`src/rtl/arb_mux_reg.sv`:
```
// arb_mux_reg: N-channel valid/ready arbiter feeding one registered output
// stage. Fixed-priority, round-robin or forced selection.
//
// Ports:
//   clk_i, rst_ni        clock, synchronous active-low reset
//   valid_i, data_i      per-channel requests, channel k data at k*DATA_WIDTH
//   ready_o              per-channel accept (combinational, one-hot or zero)
//   force_en_i           forced-select mode enable
//   force_sel_i          channel used while forced
//   valid_o, data_o      registered output word and its valid
//   ch_o                 index of the channel that supplied data_o
//   ready_i              downstream accept
module arb_mux_reg #(
  parameter int DATA_WIDTH = 32,
  parameter int NUM_CH     = 3,
  parameter int SEL_W      = $clog2(NUM_CH),
  parameter bit RR_EN      = 1'b1
) (
  input  logic                         clk_i,
  input  logic                         rst_ni,
  input  logic [NUM_CH-1:0]            valid_i,
  input  logic [NUM_CH*DATA_WIDTH-1:0] data_i,
  output logic [NUM_CH-1:0]            ready_o,
  input  logic                         force_en_i,
  input  logic [SEL_W-1:0]             force_sel_i,
  output logic                         valid_o,
  output logic [DATA_WIDTH-1:0]        data_o,
  output logic [SEL_W-1:0]             ch_o,
  input  logic                         ready_i
);

  logic [SEL_W-1:0]      ptr_q;
  logic                  load_ok;
  logic                  gnt_vld;
  logic [SEL_W-1:0]      gnt;
  logic [DATA_WIDTH-1:0] gnt_data;

  assign load_ok = !valid_o || ready_i;

  always_comb begin
    int idx;
    idx     = 0;
    gnt_vld = 1'b0;
    gnt     = '0;
    if (force_en_i) begin
      // Out-of-range selects match no channel, so they never grant.
      for (int k = 0; k < NUM_CH; k++) begin
        if (force_sel_i == SEL_W'(k) && valid_i[k]) begin
          gnt_vld = 1'b1;
          gnt     = SEL_W'(k);
        end
      end
    end else if (!RR_EN) begin
      for (int k = NUM_CH - 1; k >= 0; k--) begin
        if (valid_i[k]) begin
          gnt_vld = 1'b1;
          gnt     = SEL_W'(k);
        end
      end
    end else begin
      // Search ptr, ptr+1, ... with explicit wrap (NUM_CH may not be 2^n).
      for (int i = 0; i < NUM_CH; i++) begin
        idx = int'(ptr_q) + i;
        if (idx >= NUM_CH) idx = idx - NUM_CH;
        if (!gnt_vld && valid_i[idx]) begin
          gnt_vld = 1'b1;
          gnt     = SEL_W'(idx);
        end
      end
    end
    if (!load_ok || !rst_ni) gnt_vld = 1'b0;
  end

  always_comb begin
    for (int k = 0; k < NUM_CH; k++) begin
      ready_o[k] = gnt_vld && (gnt == SEL_W'(k));
    end
  end

  assign gnt_data = data_i[int'(gnt)*DATA_WIDTH +: DATA_WIDTH];

  always_ff @(posedge clk_i) begin
    if (!rst_ni) begin
      valid_o <= 1'b0;
      data_o  <= '0;
      ch_o    <= '0;
      ptr_q   <= '0;
    end else if (gnt_vld) begin
      valid_o <= 1'b1;
      data_o  <= gnt_data;
      ch_o    <= gnt;
      if (RR_EN) begin
        ptr_q <= (int'(gnt) == NUM_CH - 1) ? '0 : gnt + SEL_W'(1);
      end
    end else if (ready_i) begin
      valid_o <= 1'b0;
    end
  end

endmodule

```
`config.mk`:
```
export PLATFORM = sky130hd
export DESIGN_NAME = arb_mux_reg
export DESIGN_NICKNAME = d
export VERILOG_FILES = /design/src/rtl/arb_mux_reg.sv
export SDC_FILE = /design/constraint.sdc
export NUM_CORES = 1
export LEC_CHECK = 0
export BUFFER_PORTS_ARGS = -buffer_cell sky130_fd_sc_hd__buf_4
export CAP_MARGIN = 20
export CORE_ASPECT_RATIO = 0.5
export CORE_MARGIN = 10
export CORE_UTILIZATION = 52
export DETAILED_ROUTE_END_ITERATION = 7
export GPL_TIMING_DRIVEN = 0
export PLACE_DENSITY_LB_ADDON = 0.08
export SLEW_MARGIN = 5
export SYNTH_ARGS = -nofsm -noshare
export SYNTH_HDL_FRONTEND = slang
export SYNTH_SLANG_ARGS = --single-unit
export TNS_END_PERCENT = 20
```
`constraint.sdc`:
```
create_clock -name clk_i -period 4.8 [get_ports clk_i]
set_input_delay 0.24 -clock clk_i [delete_from_list [all_inputs] [get_ports clk_i]]
set_output_delay 0.24 -clock clk_i [all_outputs]
set_load 0.02 [all_outputs]
```
==> summary.md, run 1 <==
| Metric | Value |
|---|---|
| Mean routed wirelength per cell | `between 15 and 20 um` |
| Clk slew on worst S/H paths | `~0.06 ns` |
| Die X | `132 um` |
| Slew @ Worst Pin | `0.614 ns` |
| Maxcap violations | `0` |
| Worst setup SP type | `register` |
| CP Data Arrival Time | `2.92 ns` |
| Worst-path fanout max | `10` |
| Nets | `around 700` |
| Postcts setup bufs | `0` |
| Ant diodes | `0` |
| Core ar. | `roughly 6100 um^2` |
| # resized after CTS | `0` |
| ANT nets after route | `0` |
| Post-Synth XOR/XNOR Area | `0` |
| Vias in the first global route | `4,043` |
| Largest net degree at the start of global routing | `13` |
| RSZ-0062 raised after global routing | `false` |
| Die H | `76.0 um` |
| Met1 wire length | `5.67 mm` |
| Initial DRC Count | `437` |
| Final hold vios | `0` |
| Psw | `671 uW` |
| Post-synth EDFFs | `0` |
| Net Count, Synth | `558` |
| CP endpoint kind | `output port` |
| Post-synth cell types | `46` |
| Setup TNS | `0 ns` |
| Port Buffer Count | `138` |
| Synth Area in Simple Gates | `0.286` |
| Sequential share of power | `0.266` |
| Synthesized area | `3260 um^2` |
| Status | `finished, final reports clean` |
| DR vias | `4,264` |
| Hold WC Path Type | `in2reg` |
| Area of the multi-input gates | `2230 um^2` |
| Asr flop ratio synth | `0` |
| Met3 wire len | `1.25 mm` |
| Final worst-path cycle share | `0.658` |
| Pwr dens | `348 nW/um^2` |
| Initial antenna violation count | `0` |
| Total iterations of the first detailed-routing run | `5` |
| CP Class | `reg2out` |
| Mux cell area share after synthesis | `0.0250` |
| Overall routed net length | `12.6 mm` |
| Yosys warning total | `0` |
| R2R Path Start | `ptr_q[1]$_SDFFE_PN0P_` |
| Row count | `20` |
| Gpl congestion | `0.891` |
| Synth Area in Adders | `0.0154` |
| Critical Path Start | `ptr_q[0]$_SDFFE_PN0P_` |
| Clock network fraction of total power | `0.214` |
| GRT overflow | `0` |
| Pre-CTS WS | `1.98 ns` |
| Vias per cell | `6.24` |
| P&R area growth vs syn | `39.8%` |
| Leakage power | `2.15 nW` |
| Top FF cell, synth | `dfxtp_1` |
| Clock period minus worst slack | `3.16 ns` |
| Uppermost layer routed | `met4` |
| Complex-gate fraction of the synthesized area | `0.359` |
| Sw Ratio | `0.423` |
| Met2 Wirelength | `5.41 mm` |
| Total global-route track usage | `0.232` |
| Fmax | `317 MHz` |
| Mapped Cells | `449` |
| IO Pins | `143` |
| Comb pwr share | `0.520` |
| DRC | `0` |
| Layout cell share with drive strength beyond 1 | `0.291` |
| CTS HTree Levels | `2` |
| Fill cells | `526` |
| Critical R2R Capture | `data_o[19]$_SDFFE_PN0P_` |
| Post-synthesis register bit count | `37` |
| First-pass GRT wire length | `20.0 mm` |
| Max VDD drop | `0.000184 V` |
| Clk buf depth | `2` |
| Hpwl dp | `9.63 mm` |
| Worst R2R Path Depth | `10` |
| Cts-stage hold buffer count | `0` |
| Die Area | `10,000 um^2` |
| Clk root buf | `clkbuf_16` |
| Final worst slack | `1.64 ns` |
| Slew HR | `0.591` |
| TritonCTS Buffers | `5` |
| Clk_skew | `0.00759 ns` |
| Seq/Total Area, Yosys | `0.227` |
| Clock sink count | `37` |
| Syn_area_per_cell | `between 7 and 8 um^2` |
| Setup crit end | `ready_o[0]` |
| Final setup vio count | `0` |
| R2R Setup Slk | `about 2.0 ns` |
| Starting Density | `0.536` |
| Internal | `915 uW` |
| Largest family of logic cells by synthesized area | `compound AO/OA/AOI/OAI gates` |
| CTS tree | `built` |
| Storage cell area | `741 um^2` |
| Clk_lat worst skew | `0.29 ns` |
| Pins Over Slew Limit | `0` |
| CP required | `4.56 ns` |
## cell usage after synthesis (2+ instances only)
library cell  instances  share of area
nor3b_1               2         0.0046
o211ai_1             66           0.15
buf_2                16          0.025
nand4b_1              2         0.0054
o211a_1              33           0.10
dfxtp_1              37           0.23
inv_1                 7         0.0081
nand4_1              32          0.061
and3_1                2         0.0038
buf_4                 3         0.0069
a211oi_1              2         0.0046
a21oi_1               3         0.0046
nand2_1              66          0.076
mux2i_1               3         0.0092
nor3_1               65           0.10
a311o_1               2         0.0061
mux2_2                2         0.0069
clkbuf_1             38          0.044
ha_1                  4          0.015
nand3b_1              2         0.0046
o21ai_0              34          0.052
nor2b_1               2         0.0038
nor2_1                3         0.0035
## worst min path at each step
| stage | cells past startpoint | start | to | slack (ns) |
|---|---|---|---|---|
| after floorplan | 2 | data_i[64] | data_o[0]$_SDFFE_PN0P_ | 0.42 |
| after global placement | 1 | ch_o[1]$_SDFFE_PN0P_ | ch_o[1]$_SDFFE_PN0P_ | 0.49 |
| after detailed placement | 1 | ch_o[1]$_SDFFE_PN0P_ | ch_o[1]$_SDFFE_PN0P_ | 0.50 |
| after CTS | 3 | data_i[79] | data_o[15]$_SDFFE_PN0P_ | 0.23 |
| after global routing | 3 | data_i[83] | data_o[19]$_SDFFE_PN0P_ | 0.22 |
| final | 3 | data_i[79] | data_o[15]$_SDFFE_PN0P_ | 0.22 |
## worst max-delay path, stage by stage, from the launching register on
cell	delay, ns
dfxtp_1	0.40
inv_1	0.09
ha_1	0.28
clkbuf_1	0.31
mux2_2	0.42
nor4_4	0.38
or3_1	0.18
buf_4	0.15
buf_4	0.19
a21oi_1	0.06
buf_4	0.17
## metal layers
| layer | GRT usage | vias up |
|---|---|---|
| met5 | 0 | - |
| met4 | 0.0640 | 0 |
| met3 | 0.0566 | 18 |
| met2 | 0.347 | 249 |
| met1 | 0.320 | 1979 |
| li1 | - | 2018 |
## power groups by stage
stage | clock network [mW] | registers, mW | logic [mW]
after detailed placement | 0 | 0.426 | 0.813
after global placement | 0 | 0.424 | 0.802
after global routing | 0.354 | 0.429 | 0.892
final | 0.339 | 0.422 | 0.826
after floorplan | 0 | 0.501 | 0.427
after CTS | 0.335 | 0.420 | 0.816
## placed cells by master (no fill, tap or decap), types with 2 or more instances in the layout
master and instances:
nand2_1 66, nand4b_1 2, mux2i_1 3, nor3_1 65, clkbuf_1 38, o211a_1 33
a21oi_1 3, dfxtp_1 37, nor2_1 3, clkbuf_16 5, nand4_1 32, and3_1 2
buf_2 16, a211oi_1 2, a311o_1 2, mux2_2 2, o211ai_1 66, o21ai_0 34
nand3b_1 2, nor3b_1 2, ha_1 4, buf_4 141, inv_1 7, nor2b_1 2
## final cells by class
| cell class | instances | share of cell area |
|---|---|---|
| multi-input cells | 346 | 0.490 |
| repair buffers | 138 | 0.227 |
| flip-flops and latches | 37 | 0.163 |
| plain buffers | 59 | 0.0571 |
| clock buffers | 6 | 0.0305 |
| well taps | 88 | 0.0242 |
| inverters | 7 | 0.00576 |
| clock inverters | 2 | 0.00302 |
## flip-flops by register name (all words and copies together) (netlist names)
name / flops
ch_o: 2
data_o: 32
ptr_q: 2
valid_o: 1
## logic make-up after synthesis
group | Yosys count
simple gates | 184
compound gates | 151
buf+inv | 66
flops | 37
mux | 7
fa+ha+maj | 4
## through the flow
step           power [mW]  cells  area [um^2]  utilization  hold WS [ns]
2_1_floorplan       0.928    449         3260            -         0.415
3_3_place_gp         1.23    675         4410        0.724         0.494
3_5_place_dp         1.24    675         4410        0.724         0.500
4_1_cts              1.57    683         4560        0.750         0.225
5_1_grt              1.68    683         4560        0.750         0.224
6_report             1.59    683         4560        0.750         0.220
Note: power is estimated with default switching activity, not from simulation.
==> inputs of run 2 (changes only) <==
Settings changed: CORE_UTILIZATION 52 to 44.
Clock period 4.8 ns to 2.6 ns, I/O delays scaled along.
==> summary.md, run 2 (synthesis results as in run 1) <==
| Metric | Value |
|---|---|
| Worst-path fanout max | `10 (unchanged)` |
| Clk_skew | `0.00810 ns (+0.000517 ns)` |
| Die H | `80.9 um (+6.4%)` |
| Final hold vios | `0 (unchanged)` |
| DRC | `0 (unchanged)` |
| RSZ-0062 raised after global routing | `true` |
| Initial antenna violation count | `0 (unchanged)` |
| Clk buf depth | `2 (unchanged)` |
| Max VDD drop | `0.000354 V (+93%)` |
| Cells after DPL | `683 (+1.2%)` |
| Layout Cells excl Fill | `701 (+2.6%)` |
| Maxcap violations | `0 (unchanged)` |
| Cts-stage hold buffer count | `0 (unchanged)` |
| Pre-CTS WS | `-0.270 ns (-2.25 ns)` |
| Vias per cell | `6.05 (-3.1%)` |
| Initial DRC Count | `406 (-7.1%)` |
| Hold WC Path Type | `in2reg` |
| Hpwl dp | `9.72 mm (+0.95%)` |
| Largest net degree at the start of global routing | `13 (unchanged)` |
| Worst setup SP type | `register` |
| Met2 Resource Use GR | `0.308 (-0.0382)` |
| Pins Over Slew Limit | `0 (unchanged)` |
| Overall routed net length | `13.1 mm (+4.0%)` |
| Top Registers | `data_o x32, ch_o x2, ptr_q x2` |
| Busiest grt layer | `met2` |
| Dpl cell area | `4420 um^2 (+0.23%)` |
| Total global-route track usage | `0.208 (-0.0234)` |
| Slew @ Worst Pin | `0.623 ns (+0.00941 ns)` |
| Status | `finished, final reports clean` |
| Final setup vio count | `0 (unchanged)` |
| Slew HR | `0.584 (-0.00627)` |
| Row count | `22 (+10%)` |
| Final worst slack | `0.0350 ns (-1.61 ns)` |
| Clk root buf | `clkbuf_16` |
| Ant diodes | `0 (unchanged)` |
| Fmax | `roughly 390 MHz` |
| Reg with most FFs | `data_o` |
| GRT overflow | `0 (unchanged)` |
| Most frequent cells in the layout | `buf_4 (149), nand2_1 (66), o211ai_1 (66), nor3_1 (64), dfxtp_1 (35)` |
| ANT nets after route | `0 (unchanged)` |
| Die X | `142 um (+7.4%)` |
| Clk slew on worst S/H paths | `0.06 ns (about the same)` |
| CP Class | `reg2out` |
| Vias in the first global route | `3,882 (-4.0%)` |
| Fin area | `4830 um^2 (+6.0%)` |
| TritonCTS Buffers | `5 (unchanged)` |
| Total iterations of the first detailed-routing run | `5 (unchanged)` |
| CTS tree | `built` |
| First-pass GRT wire length | `19.8 mm (-0.79%)` |
| IO Pins | `143 (unchanged)` |
| Met3 usage | `0.0605 (+0.00396)` |
| Nets | `713 (+1.4%)` |
| CP endpoint kind | `output port` |
| Met1 Use GR | `0.297 (-0.0233)` |
| Core ar. | `7270 um^2 (+20%)` |
| Clk_lat worst skew | `0.28 ns (about the same)` |
| Clock sink count | `37 (unchanged)` |
| Pwr dens | `653 nW/um^2 (+88%)` |
| P&R area growth vs syn | `48.2%` |
| Gpl congestion | `0.831 (-6.8%)` |
| CP Data Arrival Time | `2.43 ns (-0.49 ns)` |
| Final core occ | `0.665 (-0.0848)` |
| Die Area | `11,500 um^2 (+14%)` |
| Layout cell share with drive strength beyond 1 | `0.342 (+0.0514)` |
| Max reg flops | `32 (unchanged)` |
| CP required | `2.47 ns (-2.09 ns)` |
| CTS HTree Levels | `2 (unchanged)` |
| Mean routed wirelength per cell | `18.6 um (+1.4%)` |
| Port Buffer Count | `138 (unchanged)` |
| Clock period minus worst slack | `2.56 ns` |
| Leakage power | `2.27 nW (+5.5%)` |
| DR vias | `4,240 (-0.56%)` |
| Final worst-path cycle share | `0.987` |
| Commonest non-fill, non-tap cell in the layout | `buf_4` |
| Starting Density | `0.449 (-0.0875)` |
[run 2: changes by cell type in the layout (fill, tap and decap cells not counted), sizes merged]
cell / previous run / this run
bufinv: 0 / 1
clkbuf: 44 / 41
clkinv: 2 / 1
buf: 159 / 172
[run 2: area by class of cell]
type / count / area, um^2
Fill cell: 658 / 2440
Multi-Input combinational cell: 346 / 2330
Tap cell: 96 / 120
Timing Repair Buffer: 151 / 1140
Sequential cell: 37 / 746
Buffer: 56 / 300
Clock inverter: 2 / 38.8
Inverter: 7 / 26.3
Clock buffer: 6 / 129
[run 2: stage by stage]
step           TNS (ns)  total power [mW]  hold WS (ns)
2_1_floorplan         0              1.71         0.305
3_3_place_gp      -3.72              2.28         0.389
3_5_place_dp      -4.73              2.29         0.402
4_1_cts         -0.0176              3.07         0.111
5_1_grt          -0.125              3.31         0.121
6_report              0              3.16         0.107
[run 2: repair_timing]
item | in CTS | in global routing
pin swaps | 6 | 5
setup buffers | 9 | 4
setup endpoints to repair | 36 | 34
gates resized for setup | 26 | 26
[run 2: path summary, 6_finish.rpt]
path	startpoint	cells after the start	slack (ns)	endpoint
hold reg to reg	ptr_q[1]$_SDFFE_PN0P_	2	0.50	ptr_q[1]$_SDFFE_PN0P_
hold / removal	data_i[81]	3	0.11	data_o[17]$_SDFFE_PN0P_
setup reg to reg	ptr_q[1]$_SDFFE_PN0P_	10	0.08	data_o[24]$_SDFFE_PN0P_
setup / recovery	ptr_q[1]$_SDFFE_PN0P_	10	0.04	ready_o[2]
[run 2: layer usage]
layer | wire (um) | part of all wire
met1 | 6030 | 0.46
met2 | 5730 | 0.44
met3 | 1250 | 0.096
met4 | 56 | 0.0043
met5 | 0 | 0
[run 2: critical path, stage by stage (launching register included)]
cell      delay (ns)
dfxtp_2         0.33
inv_2           0.07
ha_2            0.17
buf_6           0.13
mux2_2          0.34
o311ai_2        0.38
clkbuf_8        0.25
o21a_1          0.13
nor2_1          0.05
and3_1          0.17
buf_6           0.13
[run 2: power by group]
part	internal (mW)	switching, mW
combinational	0.708	0.962
sequential	0.701	0.0815
clock	0.455	0.248
total	1.86	1.29
==> inputs of run 3 (changes only) <==
Settings changed: REMOVE_ABC_BUFFERS from default to 1.
==> summary.md, run 3 (synthesis results as in run 1) <==
| Metric | Value |
|---|---|
| Starting Density | `0.449 (unchanged)` |
| Clock period minus worst slack | `2.61 ns (+0.0443 ns)` |
| Clk slew on worst S/H paths | `0.06 ns (about the same)` |
| Total global-route track usage | `0.237 (+0.0287)` |
| First-pass GRT wire length | `22.4 mm (+13%)` |
| Critical Path Max Stage Delay | `0.36 ns (-0.02 ns)` |
| Fmax | `383 MHz (-1.7%)` |
| CTS HTree Levels | `2 (unchanged)` |
| GRT overflow | `0 (unchanged)` |
| Clk_skew | `0.00760 ns (-0.000501 ns)` |
| Worst setup SP type | `register` |
| IO Pins | `143 (unchanged)` |
| Leakage power | `2.40 nW (+5.7%)` |
| Die X | `142 um (unchanged)` |
| Design Power | `3.42 mW (+8.3%)` |
| Internal | `2.05 mW (+10%)` |
| Reg with most FFs | `data_o` |
| Fill cells | `611 (-7.1%)` |
| Hold WC Path Type | `in2reg` |
| Worst-path fanout max | `13 (+3)` |
| Layout cell share with drive strength beyond 1 | `0.380 (+0.0382)` |
| Final core occ | `0.701 (+0.0363)` |
| Die H | `80.9 um (unchanged)` |
| Slew @ Worst Pin | `0.846 ns (+0.223 ns)` |
| Sw Ratio | `0.399 (-0.0100)` |
| Mean routed wirelength per cell | `21.0 um (+13%)` |
| Row count | `22 (unchanged)` |
| CP endpoint kind | `output port` |
| Initial DRC Count | `479 (+18%)` |
| P&R area growth vs syn | `56.3%` |
| Nets | `697 (-2.2%)` |
| ANT nets after route | `0 (unchanged)` |
| Vias per cell | `6.22 (+2.9%)` |
| Critical Path, Cell by Cell | `buf_4 > ha_4 > mux2_4 > mux2_4 > nor4_4 > buf_8 > nor2_1 > and3_1 > buf_4` |
| Clock sink count | `37 (unchanged)` |
| Ant diodes | `0 (unchanged)` |
| Failing checks | `negative setup slack` |
| CP required | `2.47 ns (about the same)` |
| Hpwl dp | `8.84 mm (-9.0%)` |
| Pwr dens | `671 nW/um^2 (+2.7%)` |
| CP Buf/Inv Count | `3 (-1)` |
| CP Class | `reg2out` |
| Total iterations of the first detailed-routing run | `5 (unchanged)` |
| Psw | `1.36 mW (+5.7%)` |
| Initial antenna violation count | `0 (unchanged)` |
| DR vias | `4,264 (+0.57%)` |
| Comb pwr share | `0.561 (+0.032)` |
| Cts-stage hold buffer count | `0 (unchanged)` |
| Final worst-path cycle share | `1.00 (+0.0170)` |
| Pins Over Slew Limit | `0 (unchanged)` |
| Max VDD drop | `0.000334 V (-5.5%)` |
| Final hold vios | `0 (unchanged)` |
| Kind of cell adding the most delay to the critical path | `multiplexers` |
| Core ar. | `7270 um^2 (unchanged)` |
| Pre-CTS WS | `-1.48 ns (-1.21 ns)` |
| Crit path max-delay cell type | `dfxtp_4` |
| Maxcap violations | `0 (unchanged)` |
| Commonest non-fill, non-tap cell in the layout | `buf_4` |
| RSZ-0062 raised after global routing | `true` |
| Sequential share of power | `0.227 (-0.021)` |
| TritonCTS Buffers | `5 (unchanged)` |
| Largest net degree at the start of global routing | `38 (+25)` |
| Vias in the first global route | `3,974 (+2.4%)` |
| Most frequent cells in the layout | `buf_4 (169), nand2_1 (66), o211ai_1 (66), nor3_1 (65), dfxtp_1 (35)` |
| Top Registers | `data_o x32, ch_o x2, ptr_q x2` |
| Max reg flops | `32 (unchanged)` |
| Status | `finished with violations` |
| Setup TNS | `-0.00929 ns (-0.00929 ns)` |
| Clock network fraction of total power | `0.212 (-0.011)` |
| CP Data Arrival Time | `2.48 ns (+0.05 ns)` |
| Clk_lat worst skew | `0.28 ns (about the same)` |
| Die Area | `11,500 um^2 (unchanged)` |
| DRC | `0 (unchanged)` |
| Slew HR | `0.436 (-0.148)` |
| CTS tree | `built` |
| Gpl congestion | `0.827 (-0.48%)` |
| Final worst slack | `-0.00929 ns (-0.0443 ns)` |
| Overall routed net length | `14.4 mm (+10%)` |
| Final setup vio count | `1 (+1)` |
| Clk root buf | `clkbuf_16` |
| Clk buf depth | `2 (unchanged)` |
| Port Buffer Count | `142 (+2.9%)` |
run 3: cell types whose count changed in the layout (fill, tap and decap cells not counted), moves of 3 or more:
cell,previous run,this run
buf_4,149,169
buf_2,13,0
buf_16,0,3
clkbuf_2,6,0
buf_8,1,6
clkbuf_1,28,1
buf_12,0,3
run 3: final timing paths:
check	start	endpoint	slack (ns)	cells after the start
worst max-delay path	ptr_q[1]$_SDFFE_PN0P_	ready_o[2]	-0.009	9
worst min-delay path	data_i[91]	data_o[27]$_SDFFE_PN0P_	0.11	3
worst max register to register	ptr_q[1]$_SDFFE_PN0P_	data_o[13]$_SDFFE_PN0P_	0.06	9
worst min register to register	ch_o[1]$_SDFFE_PN0P_	ch_o[1]$_SDFFE_PN0P_	0.51	1
run 3: final cells by class:
class	count	area, um^2	share of cell area
Inverter	7	28.8	0.00565
Tap cell	96	120	0.0236
Clock buffer	7	143	0.0280
Timing Repair Buffer	189	1630	0.321
Sequential cell	37	748	0.147
Multi-Input combinational cell	348	2390	0.469
Clock inverter	1	30.0	0.00589
run 3: repair_timing:
item,4_1_cts,5_1_grt
pin swaps,8,8
buffers inserted,25,10
endpoints found under the hold margin,0,0
gates resized for setup,32,7
cloned,4,0
endpoints found under the setup margin,40,14
run 3: stage by stage:
| step | hold slack [ns] | area [um^2] | instances |
|---|---|---|---|
| finish | 0.106 | 5090 | 685 |
| global route | 0.120 | 5090 | 685 |
| CTS | 0.107 | 5060 | 679 |
| detailed placement | 0.397 | 4500 | 642 |
| global placement | 0.390 | 4190 | 628 |
| floorplan | 0.263 | 3000 | 390 |
run 3: metal layers:
metal  vias to the layer above  GRT usage  wire (um)  share of wire
met4                         0     0.0710        232          0.016
met2                       218      0.366       6490           0.45
met3                        25     0.0600       1290          0.089
met5                         -          0          0              0
met1                      2014      0.320       6400           0.44
li1                       2007          -          -              -
run 3: worst reg2reg max path: stages, from the launching register on:
cell	delay (ns)
dfxtp_4	0.36
buf_4	0.14
ha_4	0.17
mux2_4	0.30
mux2_4	0.30
nor4_4	0.30
buf_12	0.16
buf_4	0.22
or3_2	0.31
o211ai_1	0.14
run 3: power groups by stage:
| stage | Sequential [mW] | Combinational (mW) | Clock [mW] |
|---|---|---|---|
| floorplan | 0.925 | 0.702 | 0 |
| global placement | 0.774 | 1.41 | 0 |
| detailed placement | 0.779 | 1.59 | 0 |
| CTS | 0.774 | 1.85 | 0.722 |
| global route | 0.792 | 2.04 | 0.752 |
| finish | 0.776 | 1.92 | 0.724 |
